==> config.mk <==
export PLATFORM = sky130hd
export DESIGN_NAME = r2r_sar_adc
export DESIGN_NICKNAME = d
export VERILOG_FILES = /design/src/rtl/r2r_pkg.sv /design/src/rtl/r2r_comp_sync.sv /design/src/rtl/r2r_sar_adc.sv
export SDC_FILE = /design/constraint.sdc
export NUM_CORES = 1
export LEC_CHECK = 0
export ABC_AREA = 0
export BUFFER_PORTS_ARGS = -buffer_cell sky130_fd_sc_hd__buf_2
export CAP_MARGIN = 20
export CORE_MARGIN = 2
export CORE_UTILIZATION = 35
export CTS_BUF_LIST = sky130_fd_sc_hd__clkbuf_4
export CTS_CLUSTER_SIZE = 16
export DETAILED_ROUTE_END_ITERATION = 10
export PLACE_DENSITY = 0.59
export SYNTH_ARGS = -nofsm -noshare
export SYNTH_HDL_FRONTEND = slang
export SYNTH_HIERARCHICAL = 1
export SYNTH_SLANG_ARGS = --single-unit
==> constraint.sdc <==
create_clock -name clk -period 4.3 [get_ports clk]
set_clock_uncertainty 0.15 [all_clocks]
set_input_delay 0.645 -clock clk [delete_from_list [all_inputs] [get_ports clk]]
set_output_delay 0.645 -clock clk [all_outputs]
set_load 0.005 [all_outputs]
==> src/rtl/r2r_pkg.sv <==
// Shared definitions for the R2R SAR ADC controller: FSM state encoding,
// DAC width and the default per-bit settle budget.
package r2r_pkg;

   // Resolution of the existing R2R DAC
   localparam int unsigned DAC_WIDTH = 32'd8;

   // Default clocks per bit for DAC settling plus comparator synchronisation
   localparam int unsigned SETTLE_DEFAULT = 32'd4;

   // Conversion FSM states
   typedef enum logic [1:0] {
      ST_IDLE   = 2'd0,
      ST_SETTLE = 2'd1,
      ST_DECIDE = 2'd2,
      ST_DONE   = 2'd3
   } sar_state_e;

endpackage

==> src/rtl/r2r_comp_sync.sv <==
// Two-flop synchroniser for the asynchronous analog comparator output.
module r2r_comp_sync (
   input  logic clk,
   input  logic n_rst,
   input  logic d,
   output logic q
);

   logic meta_r;
   logic sync_r;

   // Double-register the comparator pin into the clk domain
   always_ff @(posedge clk or negedge n_rst) begin
      if (!n_rst) begin
         meta_r <= 1'b0;
         sync_r <= 1'b0;
      end else begin
         meta_r <= d;
         sync_r <= meta_r;
      end
   end

   assign q = sync_r;

endmodule

==> src/rtl/r2r_sar_adc.sv <==
// Successive-approximation ADC controller driving the R2R DAC and reading
// back one external comparator. Binary-searches the input level MSB first,
// spending SETTLE cycles per trial code before sampling the comparator.
// Optional feature: define R2R_SAR_CONTINUOUS_EN for free-running conversions
// after the first accepted start.
module r2r_sar_adc
   import r2r_pkg::*;
#(
   parameter int unsigned WIDTH  = DAC_WIDTH,
   parameter int unsigned SETTLE = SETTLE_DEFAULT
) (
   input  logic             clk,
   input  logic             n_rst,
   input  logic             start,
   input  logic             comp_in,
   output logic [WIDTH-1:0] r2r_out,
   output logic [WIDTH-1:0] result,
   output logic             valid,
   output logic             busy
);

   localparam int unsigned IDX_W = (WIDTH > 32'd1) ? $clog2(WIDTH) : 32'd1;
   localparam int unsigned CNT_W = $clog2(SETTLE);

   localparam logic [IDX_W-1:0] IDX_MSB  = IDX_W'(WIDTH - 32'd1);
   localparam logic [IDX_W-1:0] IDX_ONE  = IDX_W'(1);
   localparam logic [IDX_W-1:0] IDX_ZERO = IDX_W'(0);
   localparam logic [CNT_W-1:0] CNT_LOAD = CNT_W'(SETTLE - 32'd1);
   localparam logic [CNT_W-1:0] CNT_ONE  = CNT_W'(1);
   localparam logic [CNT_W-1:0] CNT_ZERO = CNT_W'(0);
   localparam logic [WIDTH-1:0] MSB_CODE = {1'b1, {(WIDTH-1){1'b0}}};

   sar_state_e       state_r;
   sar_state_e       state_nxt_s;
   logic [IDX_W-1:0] idx_r;
   logic [IDX_W-1:0] idx_nxt_s;
   logic [CNT_W-1:0] cnt_r;
   logic [CNT_W-1:0] cnt_nxt_s;
   logic [WIDTH-1:0] code_r;
   logic [WIDTH-1:0] code_nxt_s;
   logic [WIDTH-1:0] result_r;
   logic [WIDTH-1:0] result_nxt_s;
   logic             valid_r;
   logic             valid_nxt_s;
   logic             busy_r;
   logic             busy_nxt_s;
   logic             comp_s;

   r2r_comp_sync u_comp_sync (
      .clk   (clk),
      .n_rst (n_rst),
      .d     (comp_in),
      .q     (comp_s)
   );

   // FSM state register
   always_ff @(posedge clk or negedge n_rst) begin
      if (!n_rst) begin
         state_r <= ST_IDLE;
      end else begin
         state_r <= state_nxt_s;
      end
   end

   // Next-state decode
   always_comb begin
      state_nxt_s = state_r;
      case (state_r)
         ST_IDLE: begin
            if (start) begin
               state_nxt_s = ST_SETTLE;
            end else begin
               state_nxt_s = ST_IDLE;
            end
         end
         ST_SETTLE: begin
            if (cnt_r == CNT_ZERO) begin
               state_nxt_s = ST_DECIDE;
            end else begin
               state_nxt_s = ST_SETTLE;
            end
         end
         ST_DECIDE: begin
            if (idx_r == IDX_ZERO) begin
               state_nxt_s = ST_DONE;
            end else begin
               state_nxt_s = ST_SETTLE;
            end
         end
         ST_DONE: begin
`ifdef R2R_SAR_CONTINUOUS_EN
            // Free-running: DONE is only ever reached after an accepted start
            state_nxt_s = ST_SETTLE;
`else
            state_nxt_s = ST_IDLE;
`endif
         end
         default: begin
            state_nxt_s = ST_IDLE;
         end
      endcase
   end

   // Datapath and output next values; all outputs leave the block registered
   always_comb begin
      idx_nxt_s    = idx_r;
      cnt_nxt_s    = cnt_r;
      code_nxt_s   = code_r;
      result_nxt_s = result_r;
      valid_nxt_s  = 1'b0;
      busy_nxt_s   = busy_r;
      case (state_r)
         ST_IDLE: begin
            if (start) begin
               idx_nxt_s  = IDX_MSB;
               cnt_nxt_s  = CNT_LOAD;
               code_nxt_s = MSB_CODE;
               busy_nxt_s = 1'b1;
            end else begin
               busy_nxt_s = 1'b0;
            end
         end
         ST_SETTLE: begin
            if (cnt_r != CNT_ZERO) begin
               cnt_nxt_s = cnt_r - CNT_ONE;
            end else begin
               cnt_nxt_s = CNT_ZERO;
            end
         end
         ST_DECIDE: begin
            // Trial bit is already 1, so keeping it or clearing it equals comp_s
            code_nxt_s[idx_r] = comp_s;
            if (idx_r != IDX_ZERO) begin
               code_nxt_s[idx_r - IDX_ONE] = 1'b1;
               idx_nxt_s                   = idx_r - IDX_ONE;
               cnt_nxt_s                   = CNT_LOAD;
            end else begin
               result_nxt_s = code_nxt_s;
               valid_nxt_s  = 1'b1;
`ifdef R2R_SAR_CONTINUOUS_EN
               busy_nxt_s   = 1'b1;
`else
               busy_nxt_s   = 1'b0;
`endif
            end
         end
         ST_DONE: begin
`ifdef R2R_SAR_CONTINUOUS_EN
            idx_nxt_s  = IDX_MSB;
            cnt_nxt_s  = CNT_LOAD;
            code_nxt_s = MSB_CODE;
            busy_nxt_s = 1'b1;
`else
            busy_nxt_s = 1'b0;
`endif
         end
         default: begin
            busy_nxt_s = 1'b0;
         end
      endcase
   end

   // Datapath and output registers
   always_ff @(posedge clk or negedge n_rst) begin
      if (!n_rst) begin
         idx_r    <= IDX_ZERO;
         cnt_r    <= CNT_ZERO;
         code_r   <= {WIDTH{1'b0}};
         result_r <= {WIDTH{1'b0}};
         valid_r  <= 1'b0;
         busy_r   <= 1'b0;
      end else begin
         idx_r    <= idx_nxt_s;
         cnt_r    <= cnt_nxt_s;
         code_r   <= code_nxt_s;
         result_r <= result_nxt_s;
         valid_r  <= valid_nxt_s;
         busy_r   <= busy_nxt_s;
      end
   end

   assign r2r_out = code_r;
   assign result  = result_r;
   assign valid   = valid_r;
   assign busy    = busy_r;

endmodule
After elaboration in Yosys (flattened, before gate mapping)

Index checks and enable logic that the tools add are counted.

Register bits: 27
Latch bits: 0
Memory bits (writable): 0
Memory bits (read-only): 0
Input bits: 4
Logic and storage cells: 62
Memories: 0

Add/sub/neg operators: 2
$mul: 0
Div/mod/pow operators: 0
Magnitude comparators: 4
Equal/unequal tests: 6
Shift operators: 0
Multiplexer cells: 24
Bitwise operators: 2
Reductions and logical operators: 15

Operators with widths:

| kind                                                                   | count |
|---|---|
| 8-bit 2-to-1 mux                                                       | 2 |
| 8-bit one-hot mux with 2 select lines                                  | 1 |
| 2-bit 2-to-1 mux                                                       | 5 |
| 3-bit nonzero test                                                     | 3 |
| 8-bit bitwise mux                                                      | 1 |
| 3-bit by 4-bit < comparator with 1-bit output (second input constant)  | 2 |
| 8-bit OR                                                               | 1 |
| 2-bit one-hot mux with 4 select lines                                  | 1 |
| 1-bit 2-to-1 mux                                                       | 7 |
| 1-bit demux with 3-bit select                                          | 2 |
| 3-bit by 1-bit >= comparator with 1-bit output (second input constant) | 2 |
| 3-bit 2-to-1 mux                                                       | 2 |
| 2-bit inequality test (second input constant)                          | 3 |
| 2-bit one-hot mux with 3 select lines                                  | 1 |
| 3-bit one-hot mux with 2 select lines                                  | 1 |
| 2-bit AND reduction                                                    | 3 |
| 3-bit AND reduction                                                    | 2 |
| 2-bit equality test (second input constant)                            | 2 |
| 2-bit zero test                                                        | 2 |
| 2-bit nonzero test                                                     | 2 |
| 3-bit zero test                                                        | 1 |
| 1-bit one-hot mux with 3 select lines                                  | 1 |
| 3-bit by 1-bit subtractor with 3-bit output (second input constant)    | 1 |
| 2-bit by 1-bit equality test with 1-bit output (second input constant) | 1 |
| 3 further kinds                                                        | 4 |

Depth between registers and ports, before layout

Gate-level depths: netlist of run 1.

Word-level depth: 8
Mapped depth: 8
Gate-level depth less buffers: 5

By module

The synthesis of run 1 kept the hierarchy.

By module, submodules not included:

| module        | instances | cells each | area an instance (sq um) | sequential area each (sq um) |
|---|---|---|---|---|
| r2r_sar_adc   | 1         | 135        | 1300.0                   | 625.6 |
| r2r_comp_sync | 1         | 2          | 50.0                     | 50.0 |

Worst setup path before layout of run 1

OpenSTA, ideal clock, no wires.

Path kind: reg2reg
From: register idx_r[0]
To: register code_r[7] (netlist: r2r_out[7])
Setup time: 0.086 ns
Arrival: 1.655 ns
Setup slack: 2.410 ns
Stages on the path, launching flop included: 6
Buffers on the path: 1
Cell sequence: dfrtp_1 -> buf_2 -> inv_1 -> ha_1 -> or4_1 -> a32oi_1

Word-level cells in the longest chain between the ends: 8
Elaborated cells between the ends (all ways): 16
Classes of those cells: 1 x add/sub; 4 x order compare; 7 x mux; 1 x bitwise; 3 x reduce/logical

RTL lines:

| what                                                                                              | line                                   | RTL |
|---|---|---|
| from (decl)                                                                                       | r2r_sar_adc.sv:35                      | `logic [IDX_W-1:0] idx_r;` |
| from (signal assigned)                                                                            | r2r_sar_adc.sv:173                     | `idx_r <= idx_nxt_s;` |
| 3-bit by 1-bit subtractor with 3-bit output, or another cell as far along                         | r2r_sar_adc.sv:134                     | `code_nxt_s[idx_r - IDX_ONE] = 1'b1;` |
| 3-bit by 4-bit < comparator with 1-bit output (not written as such), or another cell as far along | r2r_sar_adc.sv:134                     |  |
| 1-bit logical AND (not written as such) or 1-bit 2-to-1 mux (tied branches)                       | r2r_sar_adc.sv:134, r2r_sar_adc.sv:132 |  |
| 1-bit 2-to-1 mux (not written as such) or 1-bit demux with 3-bit select (tied branches)           | r2r_sar_adc.sv:134, r2r_sar_adc.sv:132 |  |
| 1-bit demux with 3-bit select or 8-bit bitwise mux (tied branches)                                | r2r_sar_adc.sv:134, r2r_sar_adc.sv:132 |  |
| 8-bit OR (no source line)                                                                         | n/a                                    |  |
| 8-bit 2-to-1 mux (*)                                                                              | r2r_sar_adc.sv:133                     | `if (idx_r != IDX_ZERO) begin` |
| 8-bit one-hot mux with 2 select lines (*)                                                         | r2r_sar_adc.sv:112                     | `case (state_r)` |
| to (signal assigned)                                                                              | r2r_sar_adc.sv:168                     | `code_r <= {WIDTH{1'b0}};` |
| to (signal assigned)                                                                              | r2r_sar_adc.sv:175                     | `code_r <= code_nxt_s;` |
| to (decl)                                                                                         | r2r_sar_adc.sv:39                      | `logic [WIDTH-1:0] code_r;` |

Mark *: on every way between the ends. The rest lies on a longest branch, timed or not.
A chain may end at the register's enable or synchronous reset.

Worst setup path after layout of run 1

From: register idx_r[0]
To: register result_r[4] (netlist: result[4])

Word-level cells in the longest chain between the ends: 5
Elaborated cells between the ends (all ways): 9
Classes of those cells: 2 x order compare; 3 x mux; 1 x bitwise; 3 x reduce/logical

RTL lines:

| what                                                                                                                                  | line               | RTL |
|---|---|---|
| 3-bit by 4-bit < comparator with 1-bit output (not written as such) or 3-bit by 1-bit >= comparator with 1-bit output (tied branches) | r2r_sar_adc.sv:132 | `code_nxt_s[idx_r] = comp_s;` |
| 1-bit logical AND (not written as such)                                                                                               | r2r_sar_adc.sv:132 |  |
| 1-bit 2-to-1 mux (not written as such)                                                                                                | r2r_sar_adc.sv:132 |  |
| 1-bit demux with 3-bit select                                                                                                         | r2r_sar_adc.sv:132 |  |
| 8-bit bitwise mux                                                                                                                     | r2r_sar_adc.sv:132 |  |
| to (signal assigned)                                                                                                                  | r2r_sar_adc.sv:169 | `result_r <= {WIDTH{1'b0}};` |
| to (signal assigned)                                                                                                                  | r2r_sar_adc.sv:176 | `result_r <= result_nxt_s;` |
| to (decl)                                                                                                                             | r2r_sar_adc.sv:41  | `logic [WIDTH-1:0] result_r;` |

Several ways; a longest one is shown, not always the timed one.

==> run_results.csv, run 1 <==
group,metric,value,unit
route,num_vias,1044,
layout,area_growth,11.5,%
worst_setup_path,rr_endpoint,"result[4]$_DFFE_PN0P_",
floorplan,core-area,0.00369,mm2
logic_synthesis,synth_area,0.00135,mm2
route,m1WireLength,1350,um
sta,fin_crit_sh,53.2,%
floorplan,start_util,36.6,%
clock_tree,post-cts-setup-buffer-count,0,
global_routing,gr-total-overflow,0,
sta,period_minus_slack,2.29,ns
logic_synthesis,synthArstFlopShare,100,%
worst_setup_path,crit_family,"simple AND/OR/NAND/NOR gates",
placed_design,gp_congestion,0.764,
worst_setup_path,start_kind,"flip-flop",
worst_setup_path,r2r_cells,6,
sta,finalSetupViolations,0,
floorplan,die_w,66.1,um
sta,rsz0062_at_grt,"no",
run_status,status,"completed",
clock_tree,cts_root_buffer,"clkbuf_4",
layout,finalNonFillerCells,200,
layout,fillers,366,
clock_tree,cts_tree,"built",
min_path,hold_class,"in2async",
worst_setup_path,startpoint,"idx_r[0]$_DFFE_PN0P_",
global_routing,grt_pass1_vias,1026,
layout,drive_gt1_share,18.4,%
route,maxUsedRoutingLayer,"met4",
logic_synthesis,synth-seq-cells,27,
clock_tree,ctsHoldBuffers,0,
power_and_ir_drop,ir_worst_vdd,0.217,mV
route,dr_wl_met2,1290,um
logic_synthesis,synth_most_common_cell,"dfrtp_1",
clock_tree,htree_levels,1,
logic_synthesis,synth_edf_count,0,
sta,fmax,437,MHz
placed_design,numPortBuffers,21,
global_routing,grt_max_degree,28,
worst_setup_path,slowest_stage,"nor4bb_2",
power_and_ir_drop,power_leakage,0.669,nW
sta,finalSetupTns,0,ns
placed_design,numPlacedInstances,196,
route,wl_per_cell,14.0,um
floorplan,placementRows,22,
logic_synthesis,synth_common_cells,"27 x dfrtp_1, 15 x nor2_1, 11 x a21oi_1, 10 x mux2i_1, 10 x nand2_1",
worst_setup_path,critPathCaptureType,"flip-flop",
sta,finalHoldViolCount,0,
route,wl_met3,94,um
global_routing,antenna_found_initial,0,
worst_setup_path,r2r-start,"idx_r[0]$_DFFE_PN0P_",
sta,tightestPinTransition,0.779,ns
worst_setup_path,endpoint,"result[4]$_DFFE_PN0P_",
logic_synthesis,synth_area_leaders,"dfrtp_1 50%, mux2i_1 7.4%, nor2_1 4.2%, a21oi_1 4.1%, nand2_1 2.8%",
logic_synthesis,yosys.area.top_type_share,50.0,%
worst_setup_path,crit_required,4.42,ns
logic_synthesis,yosys_warnings,6,
floorplan,die_area,0.00437,mm2
clock_tree,clk_pin_slew,0.15,ns
worst_setup_path,critical_path_depth,6,
route,routed_wl,2800,um
worst_setup_path,cp.arrival,2.41,ns
clock_tree,cts_resized,0,
clock_tree,cts_buffers,3,
logic_synthesis,avgSynthCellArea,9.85,um2
layout,num_antenna_cells,0,
route,via_per_inst,5.22,
route,dr.first_iter.drc_count,91,
logic_synthesis,syn_nets,143,
clock_tree,cts_buffer_depth,2,
power_and_ir_drop,power_density,522,mW/mm2
logic_synthesis,synth_top_area_cell,"dfrtp_1",
worst_setup_path,slowest_delay,0.62,ns
job,max_cap_viol_count,0,
clock_tree,insertion_delay,0.34,ns
worst_setup_path,cp_num_buf_inv,2,
route,drc,0,
worst_setup_path,crit_fanout,15,
logic_synthesis,synth_cell_type_count,34,
logic_synthesis,syn_inst,137,
global_routing,grt_usage,14.8,%
logic_synthesis,ys.flop_type,"dfrtp_1",
sta,slew_headroom,48.0,%
worst_setup_path,critical_path.cell_chain,"inv_1 -> ha_1 -> nor4bb_2 -> buf_4 -> nor2_1 -> a21oi_1",
worst_setup_path,rrSetupSlack,2.01,ns
clock_tree,cts.sinks,27,
route,drt_pass1_iterations,4,
route,detail-route-antenna-nets,0,
placed_design,dp_hpwl,1960,um
worst_setup_path,crit_type,"reg2reg",
logic_synthesis,ys_seq_area_share,50.0,%
sta,drv_slew,0,
global_routing,grt_pass1_wl,4860,um
floorplan,ios,22,
floorplan,die_h,66.1,um
layout,nets,159,
[logic make-up after synthesis]
group / synth area share [%]
buffers and inverters: 4.82
DFF: 50.0
and+or+nand+nor: 20.6
AOI/OAI and AO/OA: 14.6
muxes: 7.41
adders and majority gates: 1.85
xor gates and xnor gates: 0.649
[worst register-to-register path: stages (launching register included)]
cell and delay (ns):
dfrtp_1 0.56, inv_1 0.17, ha_1 0.24, nor4bb_2 0.62
buf_4 0.30, nor2_1 0.05, a21oi_1 0.13
[flip-flops by register name (all words and copies together), names as in the netlist]
register            flops
r2r_out                 8
result                  8
idx_r                   3
cnt_r                   2
state_r                 2
busy                    1
u_comp_sync/meta_r      1
u_comp_sync/q           1
valid                   1
[per-stage QoR]
stage	area (um2)	hold WS, ns	power (W)	setup WS [ns]	util (%)
after floorplan	1350	0.181	0.000592	2.41	-
after global placement	1480	0.184	0.000658	2.11	40.0
after detailed placement	1480	0.208	0.000671	2.05	40.0
after CTS	1510	0.153	0.000794	2.03	40.8
after global routing	1510	0.181	0.000854	1.77	40.8
final	1510	0.138	0.000786	2.01	40.8
[cell usage in the layout, fill, tap and decap left out, types with 2 or more instances in the layout]
cell,count
nor3b_1,3
nand2b_1,3
o211ai_1,3
o21ai_1,2
nand4_1,2
nand2_1,10
a21oi_1,11
o21ai_0,2
buf_2,21
dfrtp_1,27
inv_1,3
a32oi_1,2
mux2i_1,10
o221ai_1,4
nor3_1,3
nand3b_1,3
nand3_1,4
ha_1,2
nor2b_1,6
nor2_1,15
clkbuf_4,4
[worst min-delay path by stage]
stage / start / slack (ns) / depth (start not counted) / endpoint
after floorplan: u_comp_sync/meta_r$_DFF_PN0_ / 0.18 / 0 / u_comp_sync/q$_DFF_PN0_
after global placement: u_comp_sync/meta_r$_DFF_PN0_ / 0.18 / 0 / u_comp_sync/q$_DFF_PN0_
after detailed placement: u_comp_sync/meta_r$_DFF_PN0_ / 0.21 / 0 / u_comp_sync/q$_DFF_PN0_
after CTS: n_rst / 0.15 / 1 / result[6]$_DFFE_PN0P_
after global routing: n_rst / 0.18 / 1 / result[3]$_DFFE_PN0P_
final: n_rst / 0.14 / 1 / valid$_DFF_PN0_
[report_power, final]
part	internal, W	switching, W	total [W]
Clock	0.0000428	0.0000774	0.000120
Sequential	0.000309	0.0000849	0.000394
Combinational	0.000126	0.000145	0.000272
Total	0.000478	0.000308	0.000786
[layer usage]
| layer | track usage [%] | vias to the layer above |
|---|---|---|
| li1 | - | 517 |
| met1 | 20.3 | 497 |
| met2 | 22.5 | 25 |
| met3 | 2.04 | 5 |
| met4 | 7.65 | 0 |
| met5 | 0 | - |
[final cells by class]
| type | count | area [um2] | share of cell area [%] |
|---|---|---|---|
| clock buffers | 4 | 30.0 | 2.00 |
| inverters | 3 | 11.3 | 0.748 |
| multi-input cells | 96 | 616 | 40.9 |
| flip-flops and latches | 27 | 676 | 44.9 |
| well taps | 48 | 60.1 | 3.99 |
| repair buffers | 22 | 113 | 7.48 |
Power figures use the tool's default switching activity.
==> run 2: changes to the inputs <==
PLACE_DENSITY = 0.61   (was 0.59)
clock period = 2 ns   (was 4.3 ns; I/O delays follow)
==> run 2 against run 1 <==
- design area increased by 4.3%
- worst setup slack worse by 1.8 ns
- total power is 120% higher
- global-route usage down 0.26 points
- first-iteration DRC count is 43% lower
- critical path depth down 2
- sequential cell count unchanged
- utilization up 1.8 points
- sequential share of layout area down 1.9 points
- final cell count is 4.0% higher
- clock power up 110%
- largest cell class unchanged
- largest power group unchanged
==> run_results.csv, run 2 (synthesized netlist as in run 1, its figures left out) <==
group,metric,value,unit
run_status,status,"completed",
placed_design,place_ws,0.250,ns
min_path,hold_class,"in2reg",
route,wl_per_cell,14.0,um
placed_design,numPortBuffers,21,
sta,finalSetupTns,0,ns
power_and_ir_drop,power_leakage,0.705,nW
worst_setup_path,cp.arrival,1.90,ns
route,via_per_inst,5.25,
layout,nets,167,
sta,timing.hold.ws,0.180,ns
floorplan,die_h,66.1,um
clock_tree,htree_levels,1,
sta,fmax,556,MHz
layout,mostFrequentLayoutCell,"dfrtp_1",
sta,fin_crit_sh,90.0,%
placed_design,dp_hpwl,2140,um
route,detail-route-antenna-nets,0,
global_routing,grt_pass1_wl,4880,um
route,drt_pass1_iterations,4,
clock_tree,cts.sinks,27,
clock_tree,insertion_delay,0.32,ns
worst_setup_path,crit_required,2.10,ns
clock_tree,cts_root_buffer,"clkbuf_4",
worst_setup_path,critical_path.cell_chain,"inv_1 -> ha_1 -> or4_1 -> a32oi_1",
worst_setup_path,slowest_delay,0.53,ns
floorplan,die_area,0.00437,mm2
worst_setup_path,start_kind,"flip-flop",
route,drc,0,
layout,area_growth,16.3,%
placed_design,numPlacedInstances,202,
worst_setup_path,slowest_stage,"or4_1",
layout,num_antenna_cells,0,
job,max_cap_viol_count,0,
global_routing,antenna_found_initial,0,
floorplan,placementRows,22,
floorplan,start_util,36.6,%
route,num_vias,1093,
sta,period_minus_slack,1.80,ns
layout,final_cell_mix,"27 x dfrtp_1, 21 x buf_2, 15 x nor2_1, 11 x a21oi_1",
floorplan,core-area,0.00369,mm2
route,dr.first_iter.drc_count,52,
worst_setup_path,crit_type,"reg2reg",
sta,drv_slew,0,
layout,fillers,381,
layout,drive_gt1_share,21.3,%
placed_design,gp_congestion,0.900,
clock_tree,cts_buffer_depth,2,
placed_design,placed_cell_area,0.00152,mm2
clock_tree,clk_pin_slew,0.14,ns
floorplan,ios,22,
sta,rsz0062_at_grt,"no",
global_routing,grt_pass1_vias,1014,
clock_tree,cts_buffers,3,
sta,tightestPinTransition,0.606,ns
global_routing,grt_usage,14.5,%
sta,finalHoldViolCount,0,
layout,finalNonFillerCells,208,
sta,finalSetupViolations,0,
layout,design_area,0.00157,mm2
global_routing,grt_max_degree,28,
sta,setup_ws,0.200,ns
route,routed_wl,2910,um
clock_tree,cts_resized,0,
sta,slew_headroom,59.6,%
worst_setup_path,crit_fanout,6,
floorplan,die_w,66.1,um
power_and_ir_drop,power_density,1120,mW/mm2
global_routing,gr-total-overflow,0,
worst_setup_path,critPathCaptureType,"flip-flop",
power_and_ir_drop,ir_worst_vdd,0.640,mV
clock_tree,cts_tree,"built",
## run 2: where the power goes
part	internal [W]	leakage, nW	switching (W)	total [W]
clock	0.0000918	0.0184	0.000158	0.000250
combinational	0.000321	0.365	0.000383	0.000703
sequential	0.000665	0.321	0.000140	0.000805
total	0.00108	0.705	0.000681	0.00176
## run 2: repair_timing
action | in CTS | in global routing
hold endpoints to repair | 28 | 0
buffers inserted | 0 | 0
hold buffers | 2 | 0
setup endpoints to repair | 0 | 0
## run 2: per-stage QoR
step	util, %	total power [W]
after floorplan	-	0.00127
after global placement	41.2	0.00149
after detailed placement	41.2	0.00152
after CTS	42.6	0.00177
after global routing	42.6	0.00189
final	42.6	0.00176
## run 2: final timing paths
check	start	endpoint	slack, ns	cells past startpoint
worst max-delay path	idx_r[0]$_DFFE_PN0P_	r2r_out[7]$_DFFE_PN0P_	0.20	4
worst min-delay path	start	idx_r[1]$_DFFE_PN0P_	0.18	3
worst max register to register	idx_r[0]$_DFFE_PN0P_	r2r_out[7]$_DFFE_PN0P_	0.20	4
worst min register to register	u_comp_sync/meta_r$_DFF_PN0_	u_comp_sync/q$_DFF_PN0_	0.22	0
max in group asynchronous	n_rst	busy$_DFFE_PN0P_	0.96	2
min in group asynchronous	n_rst	result[6]$_DFFE_PN0P_	0.35	2
## run 2: layout make-up
class	instances	area (um2)	area share (%)
Sequential cell	27	676	43.0
Multi-Input combinational cell	96	616	39.2
Timing Repair Buffer	30	178	11.3
Tap cell	48	60.1	3.82
Clock buffer	4	30.0	1.91
Inverter	3	11.3	0.717
## run 2: worst max-delay path, delay by kind of cell (launching register included)
kind	cells	cell delay, ns
adders and majority gates	1	0.38
DFF	1	0.39
AOI/OAI and AO/OA	1	0.21
and+or+nand+nor	1	0.53
buffers and inverters	1	0.08
## run 2: per-layer routing
metal / part of all wire, % / GRT usage (%) / wire length, um / vias to the layer above
li1: - / - / - / 536
met1: 47 / 21.4 / 1370 / 523
met2: 47 / 22.0 / 1360 / 29
met3: 5.1 / 2.56 / 147 / 5
met4: 1.0 / 3.83 / 29 / 0
met5: 0 / 0 / 0 / -
